$ cat src/rtl/pic_ack_sequencer.sv
// 8259-style interrupt-acknowledge sequencer: priority resolution, INTA handshake, ISR and OCW2.
// Define PIC_ACK_TIMEOUT_EN to abandon a sequence that stalls in the INTA gap.
module pic_ack_sequencer #(
   parameter int unsigned SYNC_STAGES    = 2,
   parameter int unsigned TIMEOUT_CYCLES = 255
) (
   input  logic       clk,
   input  logic       rst_n,
   input  logic [7:0] irr_req,
   input  logic       inta_n,
   input  logic [4:0] vector_base,
   input  logic       auto_eoi,
   input  logic [7:0] ocw2,
   input  logic       ocw2_wr,
   output logic       int_out,
   output logic [7:0] irr_clear,
   output logic [7:0] isr,
   output logic [7:0] data_out,
   output logic       data_oe,
   output logic [2:0] lowest_prio
);

   localparam logic [2:0] ST_IDLE = 3'd0;
   localparam logic [2:0] ST_REQ  = 3'd1;
   localparam logic [2:0] ST_ACK1 = 3'd2;
   localparam logic [2:0] ST_GAP  = 3'd3;
   localparam logic [2:0] ST_ACK2 = 3'd4;

   // Rank 0 is the level just above the lowest-priority one.
   function automatic logic [2:0] f_rank(input logic [2:0] lvl, input logic [2:0] lp);
      return lvl - lp - 3'd1;
   endfunction

   // Walk from lowest to highest rank so the highest-ranked set bit wins.
   function automatic logic [2:0] f_top(input logic [7:0] vec, input logic [2:0] lp);
      logic [2:0] lvl;
      logic [2:0] top;
      top = 3'd0;
      for (int r = 7; r >= 0; r--) begin
         lvl = lp + 3'd1 + 3'(r);
         if (vec[lvl]) top = lvl;
      end
      return top;
   endfunction

   logic [SYNC_STAGES-1:0] r_inta_sync;
   logic                   r_inta_prev;
   logic                   w_inta_s;
   logic                   w_inta_fall;
   logic                   w_inta_rise;

   logic [2:0] r_state;
   logic [2:0] w_state_d;
   logic [2:0] r_lvl;
   logic [2:0] w_lvl_d;
   logic       r_spur;
   logic       w_spur_d;
   logic       r_rot_aeoi;
   logic       w_rot_aeoi_d;
   logic       r_int_out;
   logic [7:0] r_irr_clear;
   logic [7:0] w_irr_clear_d;
   logic [7:0] r_isr;
   logic [7:0] w_isr_d;
   logic [7:0] r_data_out;
   logic [7:0] w_data_out_d;
   logic       r_data_oe;
   logic       w_data_oe_d;
   logic [2:0] r_lowest_prio;
   logic [2:0] w_lowest_prio_d;

   logic [2:0] w_req_lvl;
   logic [2:0] w_isr_lvl;
   logic       w_eligible;
   logic [7:0] w_fsm_set;
   logic [7:0] w_fsm_clr;
   logic [7:0] w_eoi_clr;
   logic       w_aeoi_rot;
   logic       w_ocw_rot;
   logic [2:0] w_ocw_lp;
   logic       w_timeout;
   logic       w_unused_ocw2;

   assign w_unused_ocw2 = ^ocw2[4:3];

   assign w_inta_s    = r_inta_sync[SYNC_STAGES-1];
   assign w_inta_fall = r_inta_prev & ~w_inta_s;
   assign w_inta_rise = ~r_inta_prev & w_inta_s;

   assign w_req_lvl  = f_top(irr_req, r_lowest_prio);
   assign w_isr_lvl  = f_top(r_isr, r_lowest_prio);
   assign w_eligible = (irr_req != 8'h00) &&
                       ((r_isr == 8'h00) ||
                        (f_rank(w_req_lvl, r_lowest_prio) < f_rank(w_isr_lvl, r_lowest_prio)));

`ifdef PIC_ACK_TIMEOUT_EN
   localparam int unsigned TO_W = (TIMEOUT_CYCLES > 1) ? $clog2(TIMEOUT_CYCLES) : 1;

   logic [TO_W-1:0] r_to_cnt;

   always_ff @(posedge clk or negedge rst_n) begin
      if (!rst_n) begin
         r_to_cnt <= '0;
      end else if (r_state != ST_GAP) begin
         r_to_cnt <= '0;
      end else begin
         r_to_cnt <= r_to_cnt + 1'b1;
      end
   end

   assign w_timeout = (r_to_cnt == TO_W'(TIMEOUT_CYCLES - 1));
`else
   logic w_unused_timeout;
   assign w_unused_timeout = (TIMEOUT_CYCLES != 0);
   assign w_timeout        = 1'b0;
`endif

   always_comb begin
      w_state_d     = r_state;
      w_lvl_d       = r_lvl;
      w_spur_d      = r_spur;
      w_data_oe_d   = r_data_oe;
      w_data_out_d  = r_data_out;
      w_irr_clear_d = 8'h00;
      w_fsm_set     = 8'h00;
      w_fsm_clr     = 8'h00;
      w_aeoi_rot    = 1'b0;
      case (r_state)
         ST_IDLE: begin
            if (w_eligible) w_state_d = ST_REQ;
         end
         ST_REQ: begin
            // INT stays up even if eligibility drops; an empty IRR yields a spurious IR7 cycle.
            if (w_inta_fall) begin
               w_state_d = ST_ACK1;
               if (irr_req == 8'h00) begin
                  w_lvl_d  = 3'd7;
                  w_spur_d = 1'b1;
               end else begin
                  w_lvl_d       = w_req_lvl;
                  w_spur_d      = 1'b0;
                  w_fsm_set     = 8'h01 << w_req_lvl;
                  w_irr_clear_d = 8'h01 << w_req_lvl;
               end
            end
         end
         ST_ACK1: begin
            if (w_inta_rise) w_state_d = ST_GAP;
         end
         ST_GAP: begin
            if (w_inta_fall) begin
               w_state_d    = ST_ACK2;
               w_data_out_d = {vector_base, r_lvl};
               w_data_oe_d  = 1'b1;
            end else if (w_timeout) begin
               w_state_d = ST_IDLE;
               if (!r_spur) w_fsm_clr = 8'h01 << r_lvl;
            end
         end
         ST_ACK2: begin
            if (w_inta_rise) begin
               w_state_d   = ST_IDLE;
               w_data_oe_d = 1'b0;
               if (auto_eoi && !r_spur) begin
                  w_fsm_clr  = 8'h01 << r_lvl;
                  w_aeoi_rot = r_rot_aeoi;
               end
            end
         end
         default: begin
            w_state_d = ST_IDLE;
         end
      endcase
   end

   always_comb begin
      w_eoi_clr    = 8'h00;
      w_ocw_rot    = 1'b0;
      w_ocw_lp     = r_lowest_prio;
      w_rot_aeoi_d = r_rot_aeoi;
      if (ocw2_wr) begin
         case (ocw2[7:5])
            3'b001: begin
               if (r_isr != 8'h00) w_eoi_clr = 8'h01 << w_isr_lvl;
            end
            3'b011: begin
               w_eoi_clr = 8'h01 << ocw2[2:0];
            end
            3'b101: begin
               if (r_isr != 8'h00) begin
                  w_eoi_clr = 8'h01 << w_isr_lvl;
                  w_ocw_rot = 1'b1;
                  w_ocw_lp  = w_isr_lvl;
               end
            end
            3'b111: begin
               w_eoi_clr = 8'h01 << ocw2[2:0];
               w_ocw_rot = 1'b1;
               w_ocw_lp  = ocw2[2:0];
            end
            3'b110: begin
               w_ocw_rot = 1'b1;
               w_ocw_lp  = ocw2[2:0];
            end
            3'b100: w_rot_aeoi_d = 1'b1;
            3'b000: w_rot_aeoi_d = 1'b0;
            default: ;
         endcase
      end
   end

   // EOI clears apply before the acknowledge set, so a same-cycle set of that bit survives.
   assign w_isr_d = (r_isr & ~w_eoi_clr & ~w_fsm_clr) | w_fsm_set;

   always_comb begin
      w_lowest_prio_d = r_lowest_prio;
      if (w_ocw_rot) begin
         w_lowest_prio_d = w_ocw_lp;
      end else if (w_aeoi_rot) begin
         w_lowest_prio_d = r_lvl;
      end
   end

   always_ff @(posedge clk or negedge rst_n) begin
      if (!rst_n) begin
         r_inta_sync   <= '1;
         r_inta_prev   <= 1'b1;
         r_state       <= ST_IDLE;
         r_lvl         <= 3'd0;
         r_spur        <= 1'b0;
         r_rot_aeoi    <= 1'b0;
         r_int_out     <= 1'b0;
         r_irr_clear   <= 8'h00;
         r_isr         <= 8'h00;
         r_data_out    <= 8'h00;
         r_data_oe     <= 1'b0;
         r_lowest_prio <= 3'd7;
      end else begin
         r_inta_sync   <= {r_inta_sync[SYNC_STAGES-2:0], inta_n};
         r_inta_prev   <= w_inta_s;
         r_state       <= w_state_d;
         r_lvl         <= w_lvl_d;
         r_spur        <= w_spur_d;
         r_rot_aeoi    <= w_rot_aeoi_d;
         r_int_out     <= (w_state_d == ST_REQ);
         r_irr_clear   <= w_irr_clear_d;
         r_isr         <= w_isr_d;
         r_data_out    <= w_data_out_d;
         r_data_oe     <= w_data_oe_d;
         r_lowest_prio <= w_lowest_prio_d;
      end
   end

   assign int_out     = r_int_out;
   assign irr_clear   = r_irr_clear;
   assign isr         = r_isr;
   assign data_out    = r_data_out;
   assign data_oe     = r_data_oe;
   assign lowest_prio = r_lowest_prio;

endmodule

$ cat config.mk
export PLATFORM = sky130hd
export DESIGN_NAME = pic_ack_sequencer
export DESIGN_NICKNAME = d
export VERILOG_FILES = /design/src/rtl/pic_ack_sequencer.sv
export SDC_FILE = /design/constraint.sdc
export NUM_CORES = 1
export LEC_CHECK = 0
export BUFFER_PORTS_ARGS = -buffer_cell sky130_fd_sc_hd__buf_2
export CORE_UTILIZATION = 30
export DETAILED_ROUTE_END_ITERATION = 10
export PLACE_DENSITY = 0.57
export SETUP_SLACK_MARGIN = 0.2
export SLEW_MARGIN = 40
export SYNTH_ARGS = -nofsm -noshare
export SYNTH_HDL_FRONTEND = slang
export SYNTH_SLANG_ARGS = --single-unit
$ cat constraint.sdc
create_clock -name clk -period 4.5 [get_ports clk]
set_input_delay 0.675 -clock clk [delete_from_list [all_inputs] [get_ports clk]]
set_output_delay 0.675 -clock clk [all_outputs]
set_load 0.03 [all_outputs]
# [Word level (Yosys, flattened, before mapping)]
# Index checks and enable logic that the tools add are counted.
[word_totals] rom_bits=0 out_inout_bits=29 latchBits=0 word_cells=163 mem_count=0 input_bits=26 ff_bits=40 ramBits=0
[op_classes] eq_ne=16 n_reduce_logical=21 add_sub_neg=12 magnitude_cmp=9 mul=0 n_div=0 muxes=80 n_shift=4 bitwise=9
[ops] op="$mux W3" n=26
[ops] op="$mux W8" n=8
[ops] op="$bmux W1 S3" n=16
[ops] op="$lt A3 B4 Y1 const B" n=8
[ops] op="$shl A1 B3 Y8 const A" n=4
[ops] op="$mux W1" n=24
[ops] op="$and A8 B8 Y8" n=2
[ops] op="$logic_not A8 Y1" n=2
[ops] op="$not A8 Y8" n=2
[ops] op="$pmux W8 S2" n=1
[ops] op="$reduce_bool A8 Y1" n=2
[ops] op="$eq A3 B3 Y1 const B" n=5
[ops] op="$pmux W3 S5" n=1
[ops] op="$add A3 B3 Y3 const B" n=4
[ops] op="$eq A3 B1 Y1 const B" n=3
[ops] op="$eq A3 B2 Y1 const B" n=3
[ops] op="$or A8 B8 Y8" n=1
[ops] op="$add A3 B1 Y3 const B" n=2
[ops] op="$add A3 B2 Y3 const B" n=2
[ops] op="$logic_not A3 Y1" n=2
[ops] op="$ne A2 B2 Y1 const B" n=3
[ops] op="$pmux W1 S2" n=3
[ops] op="$pmux W3 S2" n=1
[ops] op="$reduce_and A2 Y1" n=3
[ops] op="14 further kinds" n=23

# [Longest topological paths before layout]
[logic_depth] depth_word=20 depth_mapped=21 ltp_nobuf=16

# [Worst setup path after synthesis]
# No wires, ideal clock.
[synth_path] kind="register to register" startpoint="register r_lowest_prio[0], in the netlist lowest_prio[0]" endpoint="register r_int_out, in the netlist int_out" synth_period_minus_slack_ns=4.807 arrival_time_ns=4.713 setup_time_ns=0.094 path_stages_with_launch=21 required_time_ns=4.406 path_slack_ns=-0.307 path_buffers=4 path_cell_list="dfstp_2 -> buf_6 -> buf_6 -> buf_4 -> inv_2 -> ha_1 -> buf_4 -> mux4_2 -> mux2i_1 -> o21ai_0 -> a2111oi_2 -> a211oi_2 -> ha_1 -> fa_1 -> xnor2_1 -> xnor2_1 -> ha_1 -> nor2b_1 -> o21ai_0 -> nand4b_1 -> a211oi_1"
[synth_between] elab_chain_len=20 elab_cells_between_ends=66 classes_between="12 x add/sub; 1 x order compare; 1 x eq/ne; 50 x mux; 2 x reduce/logical"
[synth_rtl] item="from (decl)" line_no="69" text="logic [2:0] r_lowest_prio;"
[synth_rtl] item="from (signal assigned)" line_no="250" text="r_lowest_prio <= w_lowest_prio_d;"
[synth_rtl] item="$add A3 B1 Y3" line_no="40" text="lvl = lp + 3'd1 + 3'(r);"
[synth_rtl] item="$add A3 B3 Y3" line_no="40"
[synth_rtl] item="$bmux W1 S3" line_no="41" text="if (vec[lvl]) top = lvl;"
[synth_rtl] item="$mux W1 (implied by the code)" line_no="41"
[synth_rtl] item="$mux W3 (8 in series)" line_no="41"
[synth_rtl] item="$sub A3 B3 Y3" line_no="31" text="return lvl - lp - 3'd1;"
[synth_rtl] item="$sub A3 B1 Y3" line_no="31"
[synth_rtl] item="$lt A3 B3 Y1 (*)" line_no="94" text="(f_rank(w_req_lvl, r_lowest_prio) < f_rank(w_isr_lvl, r_lowest_prio)));"
[synth_rtl] item="$logic_or A1 B1 Y1 (*)" line_no="93" text="((r_isr == 8'h00) ||"
[synth_rtl] item="$logic_and A1 B1 Y1 (*)" line_no="92" text="assign w_eligible = (irr_req != 8'h00) &&"
[synth_rtl] item="$mux W3 (*)" line_no="130" text="if (w_eligible) w_state_d = ST_REQ;"
[synth_rtl] item="$pmux W3 S5 (*)" line_no="128" text="case (r_state)"
[synth_rtl] item="$eq A3 B1 Y1 (*)" line_no="245" text="r_int_out <= (w_state_d == ST_REQ);"
[synth_rtl] item="to (signal assigned)" line_no="245"
[synth_rtl] item="to (decl)" line_no="60" text="logic r_int_out;"
# Every way passes the cells marked *; elsewhere a longest branch is shown, timed or not. The select of a mux whose other input is x is not followed.
# A chain may end at the register's enable or synchronous reset.

# [Worst setup path in the final report]
# Ends and elaborated chain as after synthesis.

==> results.md <==
* Outcome: completed
* Yosys Warn Count at 0
* DP HPWL at 6650 um
* Synthesized cell area at 3450 sq um
* Post-synthesis average cell area at approximately 10 sq um
* Count of antenna-violating nets left after detailed routing at 0
* Peak fanout along the critical path at 7
* Most used cell, CP: buf_4
* Count of boundary I/O pins at 55
* Total placed instance area at 3970 sq um
* Clock tree skew after final layout at 8.00 ps
* Footprint of the multi-input gates at between 2000 and 2500 sq um
* Detailed Route WL at a little over 9000 um
* Setup TNS Final at 0 ps
* CP Data Required Time at approximately 4700 ps
* Remaining Overflow, GRT at 0
* Max-capacitance violation count at 0
* Tot GR Track Use at 0.162
* Die W at around 110 um
* H-tree lvl count at 2
* CTS tree: yes
* Cell at the root of the clock tree: clkbuf_16
* CTS buffer count at 5
* Post-route DRC at 0
* Max-slew violation count at 0
* Count of clock tree sinks at 40
* Slowest stage cell on the critical path: dfstp_2
* Effective utilization at floorplan at 0.313
* Worst min-delay path class: reg -> reg
* Number of input and output port buffers inserted at 52
* Storage cell area at around 1000 sq um
* Clock Latency Late Sink at around 280 ps
* Worst Setup Path Type: reg -> reg
* Highest cell delay on the worst timing path at 590 ps
* Library cells used by synthesis at 68
* Worst slew pin tran at approximately 700 ps
* Gpl congestion at 0.832
* Core Area at ~11000 sq um
* Setup repair after global routing missed its margin: true
* Hold Vio Cnt, Final at 0
* Via total after detailed routing at 3070
* Post-synthesis register bit count at 40
* Synth Instances at 344
* Final hold slack at 356 ps
* Final worst-path cycle share at 0.961
* Fraction of registers with async set/reset at 1.00
* Area growth from synthesis to final layout at 25.0%
* Number of iterations in the first detailed-routing pass at 4
* Arrival @ worst endpoint at 4530 ps
* Cell area after layout at roughly 4300 sq um
* Relative slew slack at 0.542
* Endpoint class of the critical path: flop
* Most used flip-flop cell after synthesis: dfrtp_1
* Height of the chip at between 100 and 150 um
* Category of the worst setup path launch point: flop
* Number of antenna violations at the first check in global routing at 0
* Highest clock rate at around 230 MHz
* Clock-pin slew reported for the worst setup and hold paths after clock tree synthesis at around 60 ps
* Minimum period implied by the final worst setup slack at between 4000 and 5000 ps
* Detailed-route vias per instance at 5.49
* Via count of the first global-routing pass at just over 3000
* Post-cts hold buffer count at 0
* Floorplan row count at 38
* Routed length per placed instance at about 16 um
* Detailed Route Iter0 Violations at a little over 100
* Synth Net Count at 378
* Global-route wire length before repair at approximately 15000 um
* Seq/Total Area, Yosys at 0.293
* Post-layout net count at approximately 450
* Area of the die at 11900 sq um
* Filler cells at 1100
* Number of enable flip-flop cells after synthesis at 0
* Total inserted antenna cells at 0
* Layout cells sized above 1 at 0.384
* FF-to-FF setup slack at 180 ps
* Final setup vio count at 0
* Deepest clock path buffer count at 2
* Ordered cell list for the critical path: inv_6 -> ha_4 -> buf_4 -> buf_4 -> buf_6 -> mux2i_1 -> mux4_2 -> buf_4 -> a2111oi_4 -> a211oi_2 -> ha_2 -> fa_2 -> inv_1 -> ha_1 -> a21oi_2 -> nor2b_4 -> o21ai_2 -> nand4b_1 -> a211oi_2
* Non-filler instance count after layout at approximately 560
* Largest net degree at the start of global routing at ~40
* Instance count after placement with tap cells included at roughly 540
placed cells by master (no fill, tap or decap), types with 3 or more instances in the layout:
| cell type | Yosys | layout |
|---|---|---|
| nand3_1 | 11 | 11 |
| a211oi_2 | 2 | 3 |
| mux2_2 | 17 | 15 |
| nand2b_1 | 8 | 8 |
| clkbuf_16 | 0 | 5 |
| nor3b_1 | 5 | 5 |
| nand2_1 | 34 | 34 |
| o21ai_0 | 18 | 15 |
| xnor2_1 | 5 | 4 |
| a21oi_1 | 13 | 12 |
| inv_1 | 9 | 9 |
| dfrtp_1 | 34 | 34 |
| dfstp_2 | 6 | 6 |
| mux2i_1 | 17 | 15 |
| nand3b_1 | 5 | 5 |
| buf_2 | 3 | 51 |
| nor2_1 | 28 | 28 |
| buf_4 | 4 | 28 |
| o311ai_0 | 4 | 4 |
| mux4_2 | 18 | 18 |
| o211ai_1 | 3 | 3 |
| nor4_1 | 5 | 5 |
| ha_1 | 6 | 4 |
| nor2b_1 | 5 | 4 |
| nor3_1 | 7 | 7 |
| or3_1 | 3 | 3 |
| o22ai_1 | 10 | 10 |
per-stage QoR:
step / util / setup WS, ps
2_1_floorplan: - / -145
3_3_place_gp: 0.359 / 148
3_5_place_dp: 0.359 / 44.9
4_1_cts: 0.385 / 219
5_1_grt: 0.391 / -35.9
6_report: 0.391 / 176
cell type report:
class,instances,share of cell area
Sequential cell,40,0.234
Timing Repair Buffer,82,0.118
Multi-Input combinational cell,279,0.563
Clock inverter,2,0.00232
Tap cell,140,0.0407
Inverter,10,0.00988
Clock buffer,6,0.0322
sequential cells by signal, indices dropped and copies added (netlist names):
register     cells
data_out         8
irr_clear        8
isr              8
lowest_prio      3
r_lvl            3
r_state          3
r_inta_sync      2
data_oe          1
int_out          1
r_inta_prev      1
r_rot_aeoi       1
r_spur           1
per-layer routing:
layer | up-vias | share of wire | global-route usage
met2 | 95 | 0.49 | 0.269
met5 | - | 0 | 0
met1 | 1498 | 0.45 | 0.214
met4 | 0 | 0.024 | 0.0648
li1 | 1458 | - | -
met3 | 19 | 0.037 | 0.0167
critical path: cells and delay by family (launching register included):
family	cells	cell delay (ps)
adders and majority gates	4	1250
AOI/OAI and AO/OA	5	850
buffers and inverters	6	700
muxes	2	660
DFF	1	590
and+or+nand+nor	2	200
final timing paths:
path                       depth (start not counted)             end      startpoint
hold reg to reg                                    0  r_inta_sync[1]  r_inta_sync[0]
setup / recovery                                  19         int_out  lowest_prio[0]
min in group asynchronous                          1     data_out[1]           rst_n
setup reg to reg                                  19         int_out  lowest_prio[0]
max in group asynchronous                          1  lowest_prio[2]           rst_n
hold / removal                                     0  r_inta_sync[1]  r_inta_sync[0]
Yosys cell counts (5+ instances only):
cell | instances | area (sq um)
nand2b_1 | 8 | 50.1
nand2_1 | 34 | 128
nor4_1 | 5 | 31.3
mux2_2 | 17 | 191
nor3_1 | 7 | 35.0
nor2_1 | 28 | 105
dfstp_2 | 6 | 158
o21ai_0 | 18 | 90.1
a21oi_1 | 13 | 65.1
mux2i_1 | 17 | 170
nor2b_1 | 5 | 31.3
nor3b_1 | 5 | 37.5
xnor2_1 | 5 | 43.8
inv_1 | 9 | 33.8
ha_1 | 6 | 75.1
mux4_2 | 18 | 405
o22ai_1 | 10 | 62.6
dfrtp_1 | 34 | 851
nand3_1 | 11 | 55.1
nand3b_1 | 5 | 37.5
cells by family after synthesis:
logic type,count (synthesis),synth area share
DFF,40,0.293
xor gates and xnor gates,11,0.0468
muxes,53,0.226
and+or+nand+nor,122,0.180
buffers and inverters,25,0.0392
adders and majority gates,8,0.0334
AOI/OAI and AO/OA,85,0.182
timing repair:
item / 4_1_cts / 5_1_grt
resized for setup: 9 / 7
buffers inserted: 10 / 4
pin swaps: 10 / 3
hold endpoints to repair: 0 / 0
setup endpoints to repair: 2 / 2
Power is not shown: default switching activity piles up to over one toggle a cycle in this logic, so the estimate is an artifact.
